### config.mk
export PLATFORM = sky130hd
export DESIGN_NAME = messbauer_diff_discriminator_gen
export DESIGN_NICKNAME = d
export VERILOG_FILES = /design/src/rtl/messbauer_discr_pkg.sv /design/src/rtl/messbauer_discr_pulse_shaper.sv /design/src/rtl/messbauer_diff_discriminator_gen.sv
export SDC_FILE = /design/constraint.sdc
export NUM_CORES = 1
export LEC_CHECK = 0
export ABC_CLOCK_PERIOD_IN_PS = 7000
export CORE_MARGIN = 2
export CORE_UTILIZATION = 30
export DETAILED_ROUTE_END_ITERATION = 7
export PLACE_DENSITY = 0.48
export SYNTH_ARGS = -nofsm -noshare
export SYNTH_HDL_FRONTEND = slang
export SYNTH_SLANG_ARGS = --single-unit
### constraint.sdc
create_clock -name aclk -period 7 [get_ports aclk]
set_input_delay 0.7 -clock aclk [delete_from_list [all_inputs] [get_ports aclk]]
set_output_delay 0.7 -clock aclk [all_outputs]
set_load 0.02 [all_outputs]
### src/rtl/messbauer_discr_pkg.sv
// Shared FSM encoding, parameter-legality rules and quota arithmetic for the
// Mossbauer differential discriminator generator.
package messbauer_discr_pkg;

    localparam logic [2:0] ST_IDLE           = 3'd0;
    localparam logic [2:0] ST_LOWER_HIGH     = 3'd1;
    localparam logic [2:0] ST_UPPER_HIGH     = 3'd2;
    localparam logic [2:0] ST_UPPER_LOW      = 3'd3;
    localparam logic [2:0] ST_LOWER_LOW_WAIT = 3'd4;
    localparam logic [2:0] ST_PAUSE          = 3'd5;
    localparam logic [2:0] ST_DONE           = 3'd6;

    localparam int MIN_LOWER_UPPER_GAP = 2;
    localparam int MIN_UPPER_DURATION  = 1;
    localparam int MIN_IMPULSES        = 1;
    localparam int MIN_PAUSE           = 0;

    function automatic logic params_legal(input int l, input int u, input int p,
                                          input int n, input int s);
        return (l >= u + MIN_LOWER_UPPER_GAP) && (u >= MIN_UPPER_DURATION) &&
               (s >= 0) && (s <= n) && (n >= MIN_IMPULSES) && (p >= MIN_PAUSE);
    endfunction

    // Quota is clamped to the burst length so late channels reject nothing.
    function automatic logic [31:0] calc_quota(input logic [31:0] base, input logic [31:0] index,
                                               input logic [31:0] step, input logic [31:0] limit);
        logic [31:0] q;
        q = base + index * step;
        return (q > limit) ? limit : q;
    endfunction

endpackage

### src/rtl/messbauer_discr_pulse_shaper.sv
// Generates one discriminator impulse: lower_threshold for LOWER_DURATION cycles and,
// for a rejected impulse, upper_threshold nested inside it starting one cycle late.
module messbauer_discr_pulse_shaper #(
    parameter int LOWER_DURATION = 3,
    parameter int UPPER_DURATION = 1
) (
    input  logic aclk,
    input  logic areset,
    input  logic start,
    input  logic reject,
    output logic lower,
    output logic upper,
    output logic upper_end,
    output logic finished
);
    localparam logic [31:0] CNT_LOAD   = 32'(LOWER_DURATION - 1);
    localparam logic [31:0] UPPER_LAST = 32'(LOWER_DURATION - 1 - UPPER_DURATION);

    logic        lower_q, lower_d;
    logic        upper_q, upper_d;
    logic        reject_q, reject_d;
    logic [31:0] cnt_q, cnt_d;

    assign finished  = lower_q && (cnt_q == '0);
    assign upper_end = upper_q && (cnt_q == UPPER_LAST);
    assign lower     = lower_q;
    assign upper     = upper_q;

    always_comb begin
        lower_d  = lower_q;
        upper_d  = upper_q;
        reject_d = reject_q;
        cnt_d    = cnt_q;
        if (lower_q) begin
            if (cnt_q != '0) cnt_d = cnt_q - 32'd1;
            else             lower_d = 1'b0;
            if (reject_q && (cnt_q == CNT_LOAD)) upper_d = 1'b1;
            if (upper_end)                       upper_d = 1'b0;
        end
        // A restart on the final high cycle lets zero-pause bursts run back to back.
        if (start && (!lower_q || finished)) begin
            lower_d  = 1'b1;
            upper_d  = 1'b0;
            reject_d = reject;
            cnt_d    = CNT_LOAD;
        end
    end

    always_ff @(posedge aclk or posedge areset) begin
        if (areset) begin
            lower_q  <= 1'b0;
            upper_q  <= 1'b0;
            reject_q <= 1'b0;
            cnt_q    <= '0;
        end else begin
            lower_q  <= lower_d;
            upper_q  <= upper_d;
            reject_q <= reject_d;
            cnt_q    <= cnt_d;
        end
    end

endmodule

### src/rtl/messbauer_diff_discriminator_gen.sv
// Burst sequencer for the Mossbauer differential discriminator: N impulses per velocity
// channel, first Q selected. Define MESSBAUER_DISCR_STATS_EN to add impulse totals.
//
// state          | meaning
// IDLE           | waiting for an enabled channel_strobe
// LOWER_HIGH     | lower_threshold high, upper not (yet) raised
// UPPER_HIGH     | rejected impulse, upper_threshold high
// UPPER_LOW      | upper fallen, lower still high
// LOWER_LOW_WAIT | last gap cycle, next impulse launched
// PAUSE          | both outputs low between impulses
// DONE           | channel_done pulse, burst closing
module messbauer_diff_discriminator_gen #(
    parameter int LOWER_THRESHOLD_DURATION     = 3,
    parameter int UPPER_THRESHOLD_DURATION     = 1,
    parameter int DISCRIMINATOR_IMPULSES_PAUSE = 10,
    parameter int IMPULSES_PER_CHANNEL         = 16,
    parameter int IMPULSES_FOR_SELECTION       = 4,
    parameter int SELECTION_STEP               = 0,
    parameter int CHANNELS                     = 4096,
    localparam int CHANNEL_WIDTH = (CHANNELS > 1) ? $clog2(CHANNELS) : 1
) (
    input  logic                     aclk,
    input  logic                     areset,
    input  logic                     enable,
    input  logic                     channel_strobe,
    output logic                     lower_threshold,
    output logic                     upper_threshold,
    output logic [CHANNEL_WIDTH-1:0] channel_index,
    output logic                     busy,
    output logic                     channel_done,
    output logic                     strobe_overrun
`ifdef MESSBAUER_DISCR_STATS_EN
    ,
    output logic [15:0]              selected_total,
    output logic [15:0]              rejected_total
`endif
);
    import messbauer_discr_pkg::*;

    localparam int P = DISCRIMINATOR_IMPULSES_PAUSE;
    localparam logic [31:0] LAST_IMPULSE = 32'(IMPULSES_PER_CHANNEL - 1);
    localparam logic [31:0] PAUSE_LOAD   = (P >= 2) ? 32'(P - 2) : 32'd0;
    localparam logic [CHANNEL_WIDTH-1:0] LAST_CHANNEL = CHANNEL_WIDTH'(CHANNELS - 1);

    if (!params_legal(LOWER_THRESHOLD_DURATION, UPPER_THRESHOLD_DURATION, P,
                      IMPULSES_PER_CHANNEL, IMPULSES_FOR_SELECTION)) begin : g_illegal
        $error("messbauer_diff_discriminator_gen: illegal parameter combination");
    end

    logic [2:0]               state_q, state_d;
    logic [31:0]              imp_q, imp_d;
    logic [31:0]              pause_q, pause_d;
    logic [CHANNEL_WIDTH-1:0] chan_q, chan_d;
    logic                     busy_q, busy_d;
    logic                     done_q, done_d;
    logic                     overrun_q, overrun_d;
    logic                     start, start_reject, advance;
    logic                     sh_upper_end, sh_finished;
    logic [31:0]              quota, next_imp;
    logic                     cur_reject;

    assign quota      = calc_quota(32'(IMPULSES_FOR_SELECTION), 32'(chan_q),
                                   32'(SELECTION_STEP), 32'(IMPULSES_PER_CHANNEL));
    assign next_imp   = imp_q + 32'd1;
    assign cur_reject = (imp_q >= quota);

    always_comb begin
        state_d      = state_q;
        imp_d        = imp_q;
        pause_d      = pause_q;
        chan_d       = chan_q;
        busy_d       = busy_q;
        done_d       = 1'b0;
        overrun_d    = channel_strobe && (state_q != ST_IDLE);
        start        = 1'b0;
        start_reject = cur_reject;
        advance      = 1'b0;
        case (state_q)
            ST_IDLE: if (enable && channel_strobe) begin
                start        = 1'b1;
                start_reject = (quota == '0);
                imp_d        = '0;
                busy_d       = 1'b1;
                state_d      = ST_LOWER_HIGH;
            end
            ST_LOWER_HIGH: begin
                if (sh_finished)     advance = 1'b1;
                else if (cur_reject) state_d = ST_UPPER_HIGH;
            end
            ST_UPPER_HIGH: if (sh_upper_end) state_d = ST_UPPER_LOW;
            ST_UPPER_LOW:  if (sh_finished) advance = 1'b1;
            ST_PAUSE: begin
                if (pause_q == '0) state_d = ST_LOWER_LOW_WAIT;
                else               pause_d = pause_q - 32'd1;
            end
            ST_LOWER_LOW_WAIT: begin
                start   = 1'b1;
                state_d = ST_LOWER_HIGH;
            end
            ST_DONE: begin
                busy_d  = 1'b0;
                state_d = ST_IDLE;
            end
            default: state_d = ST_IDLE;
        endcase
        if (advance) begin
            if (imp_q == LAST_IMPULSE) begin
                state_d = ST_DONE;
                done_d  = 1'b1;
                chan_d  = (chan_q == LAST_CHANNEL) ? '0 : chan_q + 1'b1;
            end else begin
                imp_d = next_imp;
                if (P == 0) begin
                    start        = 1'b1;
                    start_reject = (next_imp >= quota);
                    state_d      = ST_LOWER_HIGH;
                end else if (P == 1) begin
                    state_d = ST_LOWER_LOW_WAIT;
                end else begin
                    state_d = ST_PAUSE;
                    pause_d = PAUSE_LOAD;
                end
            end
        end
    end

    always_ff @(posedge aclk or posedge areset) begin
        if (areset) begin
            state_q   <= ST_IDLE;
            imp_q     <= '0;
            pause_q   <= '0;
            chan_q    <= '0;
            busy_q    <= 1'b0;
            done_q    <= 1'b0;
            overrun_q <= 1'b0;
        end else begin
            state_q   <= state_d;
            imp_q     <= imp_d;
            pause_q   <= pause_d;
            chan_q    <= chan_d;
            busy_q    <= busy_d;
            done_q    <= done_d;
            overrun_q <= overrun_d;
        end
    end

    messbauer_discr_pulse_shaper #(
        .LOWER_DURATION (LOWER_THRESHOLD_DURATION),
        .UPPER_DURATION (UPPER_THRESHOLD_DURATION)
    ) u_shaper (
        .aclk      (aclk),
        .areset    (areset),
        .start     (start),
        .reject    (start_reject),
        .lower     (lower_threshold),
        .upper     (upper_threshold),
        .upper_end (sh_upper_end),
        .finished  (sh_finished)
    );

    assign channel_index  = chan_q;
    assign busy           = busy_q;
    assign channel_done   = done_q;
    assign strobe_overrun = overrun_q;

`ifdef MESSBAUER_DISCR_STATS_EN
    logic [15:0] sel_tot_q, sel_tot_d, rej_tot_q, rej_tot_d;

    always_comb begin
        sel_tot_d = sel_tot_q;
        rej_tot_d = rej_tot_q;
        if (sh_finished) begin
            if (cur_reject) begin
                if (rej_tot_q != 16'hFFFF) rej_tot_d = rej_tot_q + 16'd1;
            end else begin
                if (sel_tot_q != 16'hFFFF) sel_tot_d = sel_tot_q + 16'd1;
            end
        end
    end

    always_ff @(posedge aclk or posedge areset) begin
        if (areset) begin
            sel_tot_q <= '0;
            rej_tot_q <= '0;
        end else begin
            sel_tot_q <= sel_tot_d;
            rej_tot_q <= rej_tot_d;
        end
    end

    assign selected_total = sel_tot_q;
    assign rejected_total = rej_tot_q;
`endif

endmodule

==> results.md, run 1 <==
- Max Fclk: 286 MHz
- Die Y: 150 um
- Synth Flop Type: dfrtp_1
- Outcome: finished clean
- DR vias/cell: 5.36
- Nature of the critical path endpoint: register
- RR Endpoint: channel_index[5]
- Clock buffer depth: 2
- GRT overflow: 0
- Die Area: 22400 sq um
- PwrDens: 237 nW/um^2
- Total number of vias: 5313
- Starting DRT DRC Count: 270
- First-pass GRT wire length: 26400 um
- # Max-Cap Violations: 0
- Post-CTS Resized: 0
- R2r worst-path depth: 8
- Hold Vio Cnt, Final: 0
- Min Tclk post-route: 3.50 ns
- Antenna-violating nets left: 0
- Sequential area share after synthesis: 0.459
- Worst-Skew Late Latency: 0.42 ns
- Ant diodes: 0
- Final Core Density: 0.354
- Layout cells sized above 1: 0.0711
- Area growth syn-to-layout: 16.4%
- Post-CTS Setup Bufs: 0
- CP Data Required Time: 7.36 ns
- Syn Std Cell Area: 6370 sq um
- Number of H-tree levels: 4
- DR WL/cell: 15.6 um
- Clock Tree Root: clkbuf_16
- Worst VDD drop: 0.000113 V
- DRC: 0
- Worst slew margin: 0.309
- Final net count: 717
- R2r setup slk: 3.50 ns
- Post-Syn Instances: 690
- Placement Cell Area: 6840 sq um
- CTS tree: built
- HP Class: reg2reg
- Worst r2r src: u_shaper.cnt_q[0]
- GRT Overall Usage: 0.148
- Clock sinks: 117
- CTS buffer count: 17
- Post-synth cell types: 58
- Syn Nets: 703
- Synth warn: 0
- Final Max Slew Viols: 0
- Final setup vio count: 0
- Startpoint Class: register
- Final Cycle Share: 0.500
- Final WL: 15500 um
- RSZ-0062 raised after global routing: no
- Lkg Pwr: 0.00297 uW
- CP max FO: 12
- Initial antenna violation count: 0
- Fin area: 7420 sq um
- Core Area: 21000 sq um
- Total negative slack: 0 ns
- Fillers: 2113
- Post-CTS Hold Fix Bufs: 0
- Initial Util: 0.304
- Crit path launch: u_shaper.cnt_q[0]
- Crit path to: channel_index[5]
- Worst-path cell chain: inv_1, ha_1, or4b_2, or4_4, nor3_2, nand2_2, or4_1, nand3_1
- Die Wd: 150 um
- DR pass1 iterations: 5
- Layout Skew: 0.0102 ns
- Core Rows: 53
- Critical-path top delay cell: nor3_2
- Gp weighted congestion: 0.809
- Crit path kind: reg2reg
- Count of input and output buffers: 20
- Reg clk slew, reported paths: 0.06 ns
- Vias in the first global route: 5210
- Total I/O pin count: 21
- Synthesized area per cell: 9.24 sq um
- Arrival time worst endpoint: 3.86 ns
- Asr flop ratio synth: 1.00
- Post-DP HPWL: 10200 um
- EDFF count, synth: 0
- Yosys reg bits: 117
- Worst path max stage delay: 0.67 ns
- Pin count of the biggest net entering global routing: 71
- Design Power: 1760 uW
- Worst-margin pin slew: 1.03 ns
[area by class of cell]
cell class | instances | area (sq um) | share of cell area
Sequential cell | 117 | 2930 | 0.395
Tap cell | 275 | 344 | 0.0464
Inverter | 14 | 55.1 | 0.00742
Clock buffer | 18 | 429 | 0.0578
Timing Repair Buffer | 24 | 230 | 0.0310
Multi-Input combinational cell | 530 | 3280 | 0.442
Clock inverter | 14 | 154 | 0.0207
[synth_stat cells, types with 2 or more instances]
cell type | instances | area share
o221ai_1 | 2 | 0.0027
o31ai_1 | 12 | 0.014
inv_1 | 14 | 0.0082
nand3b_1 | 6 | 0.0071
o211ai_1 | 14 | 0.016
xnor2_1 | 36 | 0.049
or4_1 | 13 | 0.015
or4b_2 | 2 | 0.0031
and4_1 | 8 | 0.011
nor2b_1 | 4 | 0.0039
o41ai_1 | 2 | 0.0027
clkbuf_1 | 24 | 0.014
a21oi_1 | 18 | 0.014
or4_4 | 2 | 0.0035
a211o_1 | 2 | 0.0027
mux2i_1 | 16 | 0.025
nand3_1 | 38 | 0.030
a21o_1 | 3 | 0.0035
nor4_1 | 32 | 0.031
and2_1 | 6 | 0.0059
buf_2 | 4 | 0.0031
and3_1 | 10 | 0.0098
nor4b_1 | 6 | 0.0082
o21a_1 | 2 | 0.0024
nor3b_1 | 2 | 0.0024
or2_2 | 2 | 0.0020
nand2_1 | 52 | 0.031
nor3_1 | 29 | 0.023
nand4b_1 | 6 | 0.0082
or3_1 | 20 | 0.020
nor2_1 | 78 | 0.046
ha_1 | 9 | 0.018
xor2_1 | 8 | 0.011
nand4_1 | 16 | 0.016
nand2b_1 | 7 | 0.0069
a41oi_1 | 2 | 0.0027
o21ai_0 | 46 | 0.036
dfrtp_1 | 117 | 0.46
[worst max-delay path, delay by kind of cell (launching register included)]
| family | cells | cell delay [ns] |
|---|---|---|
| adders and majority gates | 1 | 0.22 |
| buffers and inverters | 1 | 0.13 |
| DFF | 1 | 0.43 |
| and+or+nand+nor | 6 | 2.66 |
[per-stage QoR]
stage | cells | hold slack [ns] | setup slack [ns]
after CTS | 992 | 0.467 | 3.51
after global placement | 960 | 0.460 | 3.55
final | 992 | 0.472 | 3.50
after floorplan | 690 | 0.433 | 3.20
after detailed placement | 960 | 0.461 | 3.52
after global routing | 992 | 0.493 | 3.24
[layer usage]
metal | global-route usage | share of wire
met1 | 0.200 | 0.48
met2 | 0.230 | 0.47
met3 | 0.0338 | 0.029
met4 | 0.0613 | 0.017
met5 | 0 | 0
[worst min path at each step]
stage / start / endpoint / slack (ns) / cells after the start
2_1_floorplan: u_shaper.cnt_q[21] / u_shaper.cnt_q[21] / 0.43 / 1
3_3_place_gp: u_shaper.cnt_q[29] / u_shaper.cnt_q[29] / 0.46 / 1
3_5_place_dp: u_shaper.cnt_q[29] / u_shaper.cnt_q[29] / 0.46 / 1
4_1_cts: u_shaper.cnt_q[29] / u_shaper.cnt_q[29] / 0.47 / 1
5_1_grt: u_shaper.cnt_q[21] / u_shaper.cnt_q[21] / 0.49 / 1
6_report: u_shaper.cnt_q[29] / u_shaper.cnt_q[29] / 0.47 / 1
[state kept, by name (all words and copies together) (netlist names)]
signal,flops
u_shaper.lower,1
u_shaper.upper,1
imp_q,32
busy,1
u_shaper.cnt_q,32
channel_index,12
strobe_overrun,1
channel_done,1
pause_q,32
u_shaper.reject_q,1
state_q,3
[kinds of logic after synthesis]
kind of cell / Yosys count / share of synthesized area
DFF: 117 / 0.459
AOI/OAI and AO/OA: 112 / 0.110
adders and majority gates: 9 / 0.0177
xor gates and xnor gates: 44 / 0.0605
muxes: 16 / 0.0251
buffers and inverters: 43 / 0.0273
and+or+nand+nor: 349 / 0.300
[report_power, final]
part | internal [uW] | total (uW) | switching [uW]
logic | 57.2 | 143 | 85.4
registers | 709 | 753 | 44.0
clock network | 527 | 865 | 338
total | 1290 | 1760 | 467
[cell usage in the layout, fill, tap and decap left out, types with 3 or more instances in the layout]
cell type / count
and3_1: 10
clkbuf_16: 17
mux2i_1: 16
xnor2_1: 36
ha_1: 9
o31ai_1: 12
nand2_1: 52
xor2_1: 8
inv_1: 13
or4_1: 13
a21oi_1: 18
nand3_1: 38
nor4b_1: 6
buf_4: 4
or3_1: 20
and4_1: 8
o21ai_0: 46
inv_6: 3
nor2_1: 77
clkinv_4: 4
nor4_1: 32
nand4_1: 16
nand2b_1: 7
nor2b_1: 4
dfrtp_1: 117
nand3b_1: 6
clkdlybuf4s50_1: 20
nand4b_1: 6
and2_1: 6
clkinvlp_4: 3
a21o_1: 3
o211ai_1: 14
nor3_1: 29
Power figures use the tool's default switching activity.
==> inputs of run 2 (changes only) <==
--- a/config.mk
+++ b/config.mk
@@ -5,7 +5,7 @@
 export SDC_FILE = /design/constraint.sdc
 export NUM_CORES = 1
 export LEC_CHECK = 0
-export ABC_CLOCK_PERIOD_IN_PS = 7000
+export ABC_CLOCK_PERIOD_IN_PS = 3400
 export CORE_MARGIN = 2
 export CORE_UTILIZATION = 30
 export DETAILED_ROUTE_END_ITERATION = 7
==> constraint.sdc (replaced) <==
create_clock -name aclk -period 3.4 [get_ports aclk]
set_input_delay 0.34 -clock aclk [delete_from_list [all_inputs] [get_ports aclk]]
set_output_delay 0.34 -clock aclk [all_outputs]
set_load 0.02 [all_outputs]
==> results.md, run 2 (synthesis results as in run 1) <==
- Clock sinks: 117 (unchanged)
- Number of H-tree levels: 4 (unchanged)
- Worst-Skew Late Latency: 0.42 ns (about the same)
- PwrDens: 500 nW/um^2 (+110%)
- Post-DP HPWL: 11000 um (+7.4%)
- Area growth syn-to-layout: 19.6%
- Final Max Slew Viols: 0 (unchanged)
- Nature of the critical path endpoint: register
- Layout Skew: 0.0101 ns (-0.0000657 ns)
- Final WL: 15600 um (+1.1%)
- Fillers: 2167 (+2.6%)
- Post-CTS Hold Fix Bufs: 0 (unchanged)
- Final setup vio count: 0 (unchanged)
- Die Wd: 150 um (unchanged)
- Regs by FF count: imp_q (32), pause_q (32), u_shaper.cnt_q (32)
- Layout cells sized above 1: 0.0940 (+0.0229)
- Startpoint Class: register
- HP Class: in2async
- Max Fclk: 331 MHz (+16%)
- Hold slack: 0.333 ns (-0.139 ns)
- CTS buffer count: 17 (unchanged)
- Vias in the first global route: 5253 (+0.83%)
- CP max FO: 9 (-3)
- # Max-Cap Violations: 0 (unchanged)
- Ant diodes: 0 (unchanged)
- Antenna-violating nets left: 0 (unchanged)
- Final worst slack: 0.383 ns (-3.12 ns)
- DR WL/cell: 15.5 um (-0.62%)
- Worst-margin pin slew: 0.804 ns (-0.223 ns)
- Worst VDD drop: 0.000241 V (+110%)
- Final net count: 734 (+2.4%)
- Post-CTS Setup Bufs: 0 (unchanged)
- Core Area: 21000 sq um (unchanged)
- RSZ-0062 raised after global routing: no
- Total I/O pin count: 21 (unchanged)
- Most frequent cells in the layout: dfrtp_1, nor2_1, nand2_1
- GRT overflow: 0 (unchanged)
- R2r worst-path depth: 9 (+1)
- Min Tclk post-route: 3.02 ns (-0.483 ns)
- Initial Util: 0.304 (unchanged)
- GRT Overall Usage: 0.148 (about the same)
- Hold Vio Cnt, Final: 0 (unchanged)
- Post-CTS Resized: 0 (unchanged)
- Core Rows: 53 (unchanged)
- Total number of vias: 5366 (+1.0%)
- Count of input and output buffers: 20 (unchanged)
- Crit path kind: reg2reg
- CP Data Required Time: 3.74 ns (-3.62 ns)
- Gp weighted congestion: 0.784 (-3.0%)
- Pin count of the biggest net entering global routing: 56 (-21%)
- Die Area: 22400 sq um (unchanged)
- Worst slew margin: 0.459 (+0.150)
- Starting DRT DRC Count: 328 (+21%)
- DRC: 0 (unchanged)
- Final Cycle Share: 0.887 (+0.387)
- R2r setup slk: 0.38 ns (-3.12 ns)
- DR pass1 iterations: 4 (-1)
- Worst r2r src: u_shaper.cnt_q[0]
- First-pass GRT wire length: 26600 um (+0.65%)
- Clock buffer depth: 2 (unchanged)
- Die Y: 150 um (unchanged)
- CTS tree: built
- DP Worst Slack: 0.367 ns (-3.15 ns)
- Total negative slack: 0 ns (unchanged)
- Most common cell after layout, fill and taps aside: dfrtp_1
- Lkg Pwr: 0.00308 uW (+4.0%)
- Clock Tree Root: clkbuf_16
- RR Endpoint: imp_q[31]
- Initial antenna violation count: 0 (unchanged)
- Arrival time worst endpoint: 3.35 ns (-0.51 ns)
- DR vias/cell: 5.32 (-0.70%)
- Outcome: finished clean
- Reg clk slew, reported paths: 0.06 ns (about the same)
-- run 2: cell types whose count changed in the layout (fill, tap and decap cells not counted) --
| cell | previous run | this run |
|---|---|---|
| buf_4 | 4 | 20 |
| clkbuf_8 | 0 | 3 |
| inv_6 | 3 | 0 |
| bufinv_16 | 2 | 4 |
| buf_12 | 0 | 1 |
| clkbuf_1 | 1 | 0 |
| clkinv_2 | 2 | 3 |
| clkinv_4 | 4 | 3 |
| inv_4 | 1 | 0 |
-- run 2: per-stage QoR --
step	instances	area [sq um]	power, uW	util
global route	1009	7620	3960	0.364
finish	1009	7620	3810	0.364
CTS	1009	7620	3840	0.364
global placement	977	6980	1870	0.333
floorplan	690	6380	1780	-
detailed placement	977	6980	1890	0.333
-- run 2: how the worst max path moves through the flow --
stage / from / endpoint / slack (ns) / cells past startpoint
6_report: u_shaper.cnt_q[0] / imp_q[31] / 0.38 / 9
3_5_place_dp: u_shaper.cnt_q[0] / channel_index[3] / 0.37 / 8
3_3_place_gp: u_shaper.cnt_q[0] / imp_q[6] / 0.44 / 8
4_1_cts: u_shaper.cnt_q[0] / imp_q[6] / 0.36 / 8
2_1_floorplan: u_shaper.cnt_q[0] / channel_index[5] / 0.65 / 9
5_1_grt: u_shaper.cnt_q[0] / imp_q[6] / 0.20 / 8
-- run 2: cell type report --
class / instances / area, sq um / area share
multi-input cells: 530 / 3280 / 0.430
flip-flops and latches: 117 / 2930 / 0.384
clock buffers: 20 / 467 / 0.0612
repair buffers: 41 / 370 / 0.0486
well taps: 275 / 344 / 0.0451
clock inverters: 12 / 176 / 0.0231
inverters: 14 / 56.3 / 0.00739
-- run 2: metal layers --
layer / track usage / wire length, um
met5: 0 / 0
met1: 0.199 / 7520
met4: 0.0594 / 275
met2: 0.236 / 7390
met3: 0.0290 / 441
-- run 2: power by group --
part           internal (uW)  switching, uW
clock network           1280            667
registers               1460           91.0
logic                    127            181
total                   2870            939
-- run 2: critical path, cell delays in order, from the launching register on --
cell     delay, ns
dfrtp_1       0.42
inv_1         0.12
ha_1          0.21
or4b_2        0.59
or4_4         0.44
nor3_2        0.35
buf_4         0.24
nand2_1       0.10
nor3_1        0.25
mux2i_1       0.22
